==> src/rtl/branch_resolve_unit.sv <==
// Registered multi-lane branch resolver: decodes per-lane compare flags, checks them against
// the prediction, and flags the oldest mispredict with a kill mask and a one-cycle redirect shadow.
// Optional perf counters are built when BRU_PERF_CNT_EN is defined.
module branch_resolve_unit #(
  parameter int NUM_LANES = 2,
  parameter int LANE_W    = 1,
  parameter int CNT_W     = 16
) (
  input  logic                   clk,
  input  logic                   rst,
  input  logic                   mode,
  input  logic                   stall,
  input  logic [NUM_LANES-1:0]   in_valid,
  input  logic [3*NUM_LANES-1:0] branch_type,
  input  logic [NUM_LANES-1:0]   eq,
  input  logic [NUM_LANES-1:0]   slt,
  input  logic [NUM_LANES-1:0]   ult,
  input  logic [NUM_LANES-1:0]   pred_taken,
  output logic [NUM_LANES-1:0]   out_valid,
  output logic [NUM_LANES-1:0]   taken,
  output logic                   mispredict,
  output logic [LANE_W-1:0]      mispredict_lane,
  output logic [NUM_LANES-1:0]   kill_mask,
  output logic                   shadow,
`ifdef BRU_PERF_CNT_EN
  output logic [CNT_W-1:0]       resolved_cnt,
  output logic [CNT_W-1:0]       mispred_cnt,
`endif
  output logic [0:0]             dbgState
);

  // Handshake: there is no backpressure; stall=1 freezes every register and the inputs
  // of that cycle are ignored. Outputs always describe the last accepted cycle.
  localparam logic [0:0] ST_RUN    = 1'b0;
  localparam logic [0:0] ST_SHADOW = 1'b1;

  logic [0:0]           state;
  logic [NUM_LANES-1:0] dec;
  logic [NUM_LANES-1:0] effValid;
  logic [NUM_LANES-1:0] miss;
  logic [NUM_LANES-1:0] killNext;
  logic [NUM_LANES-1:0] validNext;
  logic [NUM_LANES-1:0] takenNext;
  logic [LANE_W-1:0]    winIdx;
  logic                 found;

  assign dbgState = state;

  always_comb begin
    dec      = '0;
    effValid = '0;
    miss     = '0;
    for (int i = 0; i < NUM_LANES; i++) begin
      case (branch_type[3*i +: 3])
        3'b000:  dec[i] = eq[i];
        3'b001:  dec[i] = ~eq[i];
        3'b010:  dec[i] = slt[i];
        3'b011:  dec[i] = ~slt[i];
        3'b100:  dec[i] = ult[i];
        3'b101:  dec[i] = ~ult[i];
        default: dec[i] = 1'b0;
      endcase
      effValid[i] = in_valid[i] & (state == ST_RUN) & ~(mode & (i > 0));
      miss[i]     = effValid[i] & (dec[i] ^ pred_taken[i]);
    end
  end

  // Once the oldest miss is seen, every younger valid lane is squashed.
  always_comb begin
    winIdx   = '0;
    found    = 1'b0;
    killNext = '0;
    for (int i = 0; i < NUM_LANES; i++) begin
      killNext[i] = effValid[i] & found;
      if (miss[i] && !found) begin
        found  = 1'b1;
        winIdx = LANE_W'(i);
      end
    end
  end

  // taken is qualified by out_valid so dropped or killed lanes never report a direction.
  assign validNext = effValid & ~killNext;
  assign takenNext = dec & validNext;

  always_ff @(posedge clk) begin
    if (rst) begin
      state           <= ST_RUN;
      out_valid       <= '0;
      taken           <= '0;
      mispredict      <= 1'b0;
      mispredict_lane <= '0;
      kill_mask       <= '0;
      shadow          <= 1'b0;
    end else if (!stall) begin
      out_valid       <= validNext;
      taken           <= takenNext;
      mispredict      <= found;
      mispredict_lane <= winIdx;
      kill_mask       <= killNext;
      shadow          <= (state == ST_SHADOW);
      state           <= (state == ST_RUN && found) ? ST_SHADOW : ST_RUN;
    end
  end

`ifdef BRU_PERF_CNT_EN
  logic [CNT_W:0] pop;
  logic [CNT_W:0] resSum;

  always_comb begin
    pop = '0;
    for (int i = 0; i < NUM_LANES; i++) begin
      pop = pop + {{CNT_W{1'b0}}, out_valid[i]};
    end
    resSum = {1'b0, resolved_cnt} + pop;
  end

  always_ff @(posedge clk) begin
    if (rst) begin
      resolved_cnt <= '0;
      mispred_cnt  <= '0;
    end else if (!stall) begin
      resolved_cnt <= resSum[CNT_W] ? {CNT_W{1'b1}} : resSum[CNT_W-1:0];
      if (mispredict && (mispred_cnt != {CNT_W{1'b1}})) begin
        mispred_cnt <= mispred_cnt + 1'b1;
      end
    end
  end
`endif

endmodule

==> config.mk <==
export PLATFORM = sky130hd
export DESIGN_NAME = branch_resolve_unit
export DESIGN_NICKNAME = d
export VERILOG_FILES = /design/src/rtl/branch_resolve_unit.sv
export SDC_FILE = /design/constraint.sdc
export NUM_CORES = 1
export LEC_CHECK = 0
export ABC_AREA = 0
export CORE_UTILIZATION = 30
export DETAILED_ROUTE_END_ITERATION = 12
export HOLD_SLACK_MARGIN = 0.08
export PLACE_DENSITY = 0.71
export SYNTH_ARGS = -nofsm -noshare
export SYNTH_HDL_FRONTEND = slang
export SYNTH_SLANG_ARGS = --single-unit
==> constraint.sdc <==
create_clock -name clk -period 2.1 [get_ports clk]
set_input_delay 0.525 -clock clk [delete_from_list [all_inputs] [get_ports clk]]
set_output_delay 0.525 -clock clk [all_outputs]
set_load 0.01 [all_outputs]
==> results.cfg <==
[pwr]
total_power_mw = 0.4720
ir_worst_vdd_mv = 0.1608
net-switching-power_mw = 0.1274
swShare_pct = 26.99
pwr-share-seq_pct = 39.0
p_per_area_nw_per_um2 = 469.8
p_clk_share_pct = 28.5
p_int_mw = 0.3446
leakage_nw = 0.3915
comb_power_share_pct = 32.5

[global_routing]
antenna_found_initial = 0
grt_overflow_total = 0
first_global_vias = 614
grt_usage_pct = 14.73
grt_max_degree = 10
grt_pass1_wl_mm = 2.380

[hold_path]
holdCritPathClass = reg -> reg
holdPathStages = 2
holdPathEnd = taken[0]
holdCritStartpoint = taken[0]

[placed_design]
post-place-ws_ns = -0.2334
portBuffers = 28
dpl_cell_area_um2 = 970.9
gp_congestion = 0.6978
dp_hpwl_mm = 1.170

[drt]
viasPerCell = 4.530
ant_nets = 0
dr_wl_met2_um = 672
wire_per_inst_um = 10.70
vias = 598
drt_first_pass_iters = 3
m1WireLength_um = 632
drc = 0
drtIter0Drc = 5
routed_wl_mm = 1.412
top_layer = met3
met3_length_um = 106

[worst_setup_path]
crit_path_cell_trace = clkdlybuf4s50_1, xnor2_1, or3_1, a311oi_2, nand2_2, a32o_1
reg2reg_setup_slack_ns = 0.66
r2r-end = taken[1]
critPathLaunchType = input port
required_ns = 2.26
ff2ff_path_depth = 4
cp_max_fo = 5
crit_slowest_cell = clkdlybuf4s50_1
crit_family = compound AO/OA/AOI/OAI gates
cp_data_arrival_time_ns = 2.17
worst_path_largest_cell_delay_ns = 0.52
crit_type = in -> reg
cp-end-kind = flop
r2r_start = dbgState
crit_buf_inv = 1

[layout]
layout.nets = 126
utilization_pct = 51.21
final_cell_area_um2 = 1005
fillers = 206
final_common_cell = clkdlybuf4s50_1
mostFrequentLayoutCells = clkdlybuf4s50_1, dfxtp_1, buf_4
synthToLayoutAreaGrowth_pct = 61.24
antenna_cells = 0
drive_gt1_share_pct = 19.05

[logic_synthesis]
synthArstFlopShare_pct = 0
synth_fp_nets = 87
ys_seq_elements = 9
syn_area_um2 = 623.1
ys.flop_type = dfxtp_1
yosysSeqAreaShare_pct = 28.92
yosys_warnings = 0
synth.distinct_cells = 32
synth_cells = 67
avgSynthCellArea_um2 = 9.300
synth_edf_count = 0

[clock_network]
hold_buffers = 0
cts_max_level = 1
cts_root_buffer = clkbuf_4
post_cts_buffers = 0
cts_buffers = 3
path_clk_slew_ns = 0.06
clock-sinks = 9
cts_buffer_depth = 2
insertion_delay_ns = 0.26
cts_tree = built
cts_resized = 0

[run]
max_cap_violations = 0

[status]
status = finished clean

[floorplan]
core_area_um2 = 1962
ios = 30
rows = 16
die_w_um = 47.58
dieArea_um2 = 2263
fp.dieH_um = 47.58
start_util_pct = 31.76

[timing]
max_freq_mhz = 496.3
fin_crit_sh_pct = 95.95
setup_ws_ns = 0.08514
hold_viol_final = 0
fin_worst_skew_ns = 0.005671
period_minus_slack_ns = 2.015
setup_violations = 0
drv_slew = 0
worst max-delay path by stage:
stage                          end            from  depth (start not counted)  slack (ns)
after CTS                 taken[1]  branch_type[0]                          6        0.04
after global placement    taken[1]  branch_type[0]                          6       -0.18
after floorplan           taken[1]          slt[0]                          5        0.36
after global routing      taken[1]  branch_type[0]                          6      -0.003
final                     taken[1]  branch_type[0]                          6        0.09
after detailed placement  taken[1]  branch_type[0]                          6       -0.23
registers in the layout, indices dropped and copies added, names as in the netlist:
name and count:
mispredict 1, mispredict_lane 1, kill_mask 1, out_valid 2, shadow 1, dbgState 1, taken 2
cells in the mapped netlist, drive strengths merged, types with 2 or more instances:
library cell / number / share of area, %
a32o: 2 / 3.2
mux2i: 3 / 4.8
o21ai: 6 / 4.8
a22o: 2 / 3.2
xnor2: 4 / 5.6
nand3b: 2 / 2.4
nand2b: 3 / 4.2
a21oi: 2 / 1.6
nor2b: 2 / 2.0
buf: 2 / 3.0
or3: 2 / 2.0
nor2: 5 / 3.0
xor2: 3 / 4.2
o311ai: 2 / 5.2
dfxtp: 9 / 29
nand2: 5 / 3.4
power by group through the flow:
| stage | clock [mW] | combinational (mW) | sequential, mW |
|---|---|---|---|
| after global routing | 0.143 | 0.169 | 0.185 |
| after CTS | 0.135 | 0.151 | 0.184 |
| after global placement | 0 | 0.148 | 0.187 |
| after detailed placement | 0 | 0.151 | 0.188 |
| after floorplan | 0 | 0.0690 | 0.191 |
| final | 0.135 | 0.154 | 0.184 |
through the flow:
stage | setup TNS, ns | std cells | hold WS [ns]
after global routing | -0.003104 | 132 | 0.4942
after global placement | -0.7618 | 127 | 0.4504
final | 0 | 132 | 0.4574
after CTS | 0 | 131 | 0.4616
after detailed placement | -1.034 | 127 | 0.4523
after floorplan | 0 | 67 | 0.4769
final cells by class:
| type | count | area (µm²) | area share, % |
|---|---|---|---|
| repair buffers | 36 | 340.3 | 33.87 |
| multi-input cells | 55 | 420.4 | 41.84 |
| flip-flops and latches | 9 | 180.2 | 17.93 |
| clock buffers | 4 | 26.28 | 2.615 |
| well taps | 27 | 33.78 | 3.362 |
| inverters | 1 | 3.754 | 0.3736 |
layer usage:
layer | vias up | global-route usage [%]
li1 | 319 | -
met1 | 253 | 16.36
met2 | 26 | 28.22
met3 | 0 | 3.396
met4 | 0 | 3.333
met5 | - | 0
tightest hold or removal path, cell delays in order (launching register included):
cell and delay (ns):
dfxtp_1 0.30, nand2_1 0.06, a21oi_1 0.05
logic make-up (layout without fill, tap and decap cells):
family / Yosys count / count (layout) / share of synthesized area, %
AOI/OAI and AO/OA: 16 / 16 / 21.69
and+or+nand+nor: 27 / 27 / 26.71
DFF: 9 / 9 / 28.92
muxes: 3 / 3 / 4.819
other: 1 / 1 / 0.6018
xor gates and xnor gates: 8 / 8 / 13.65
buffers and inverters: 3 / 41 / 3.614
(Power assumes the default switching activity.)
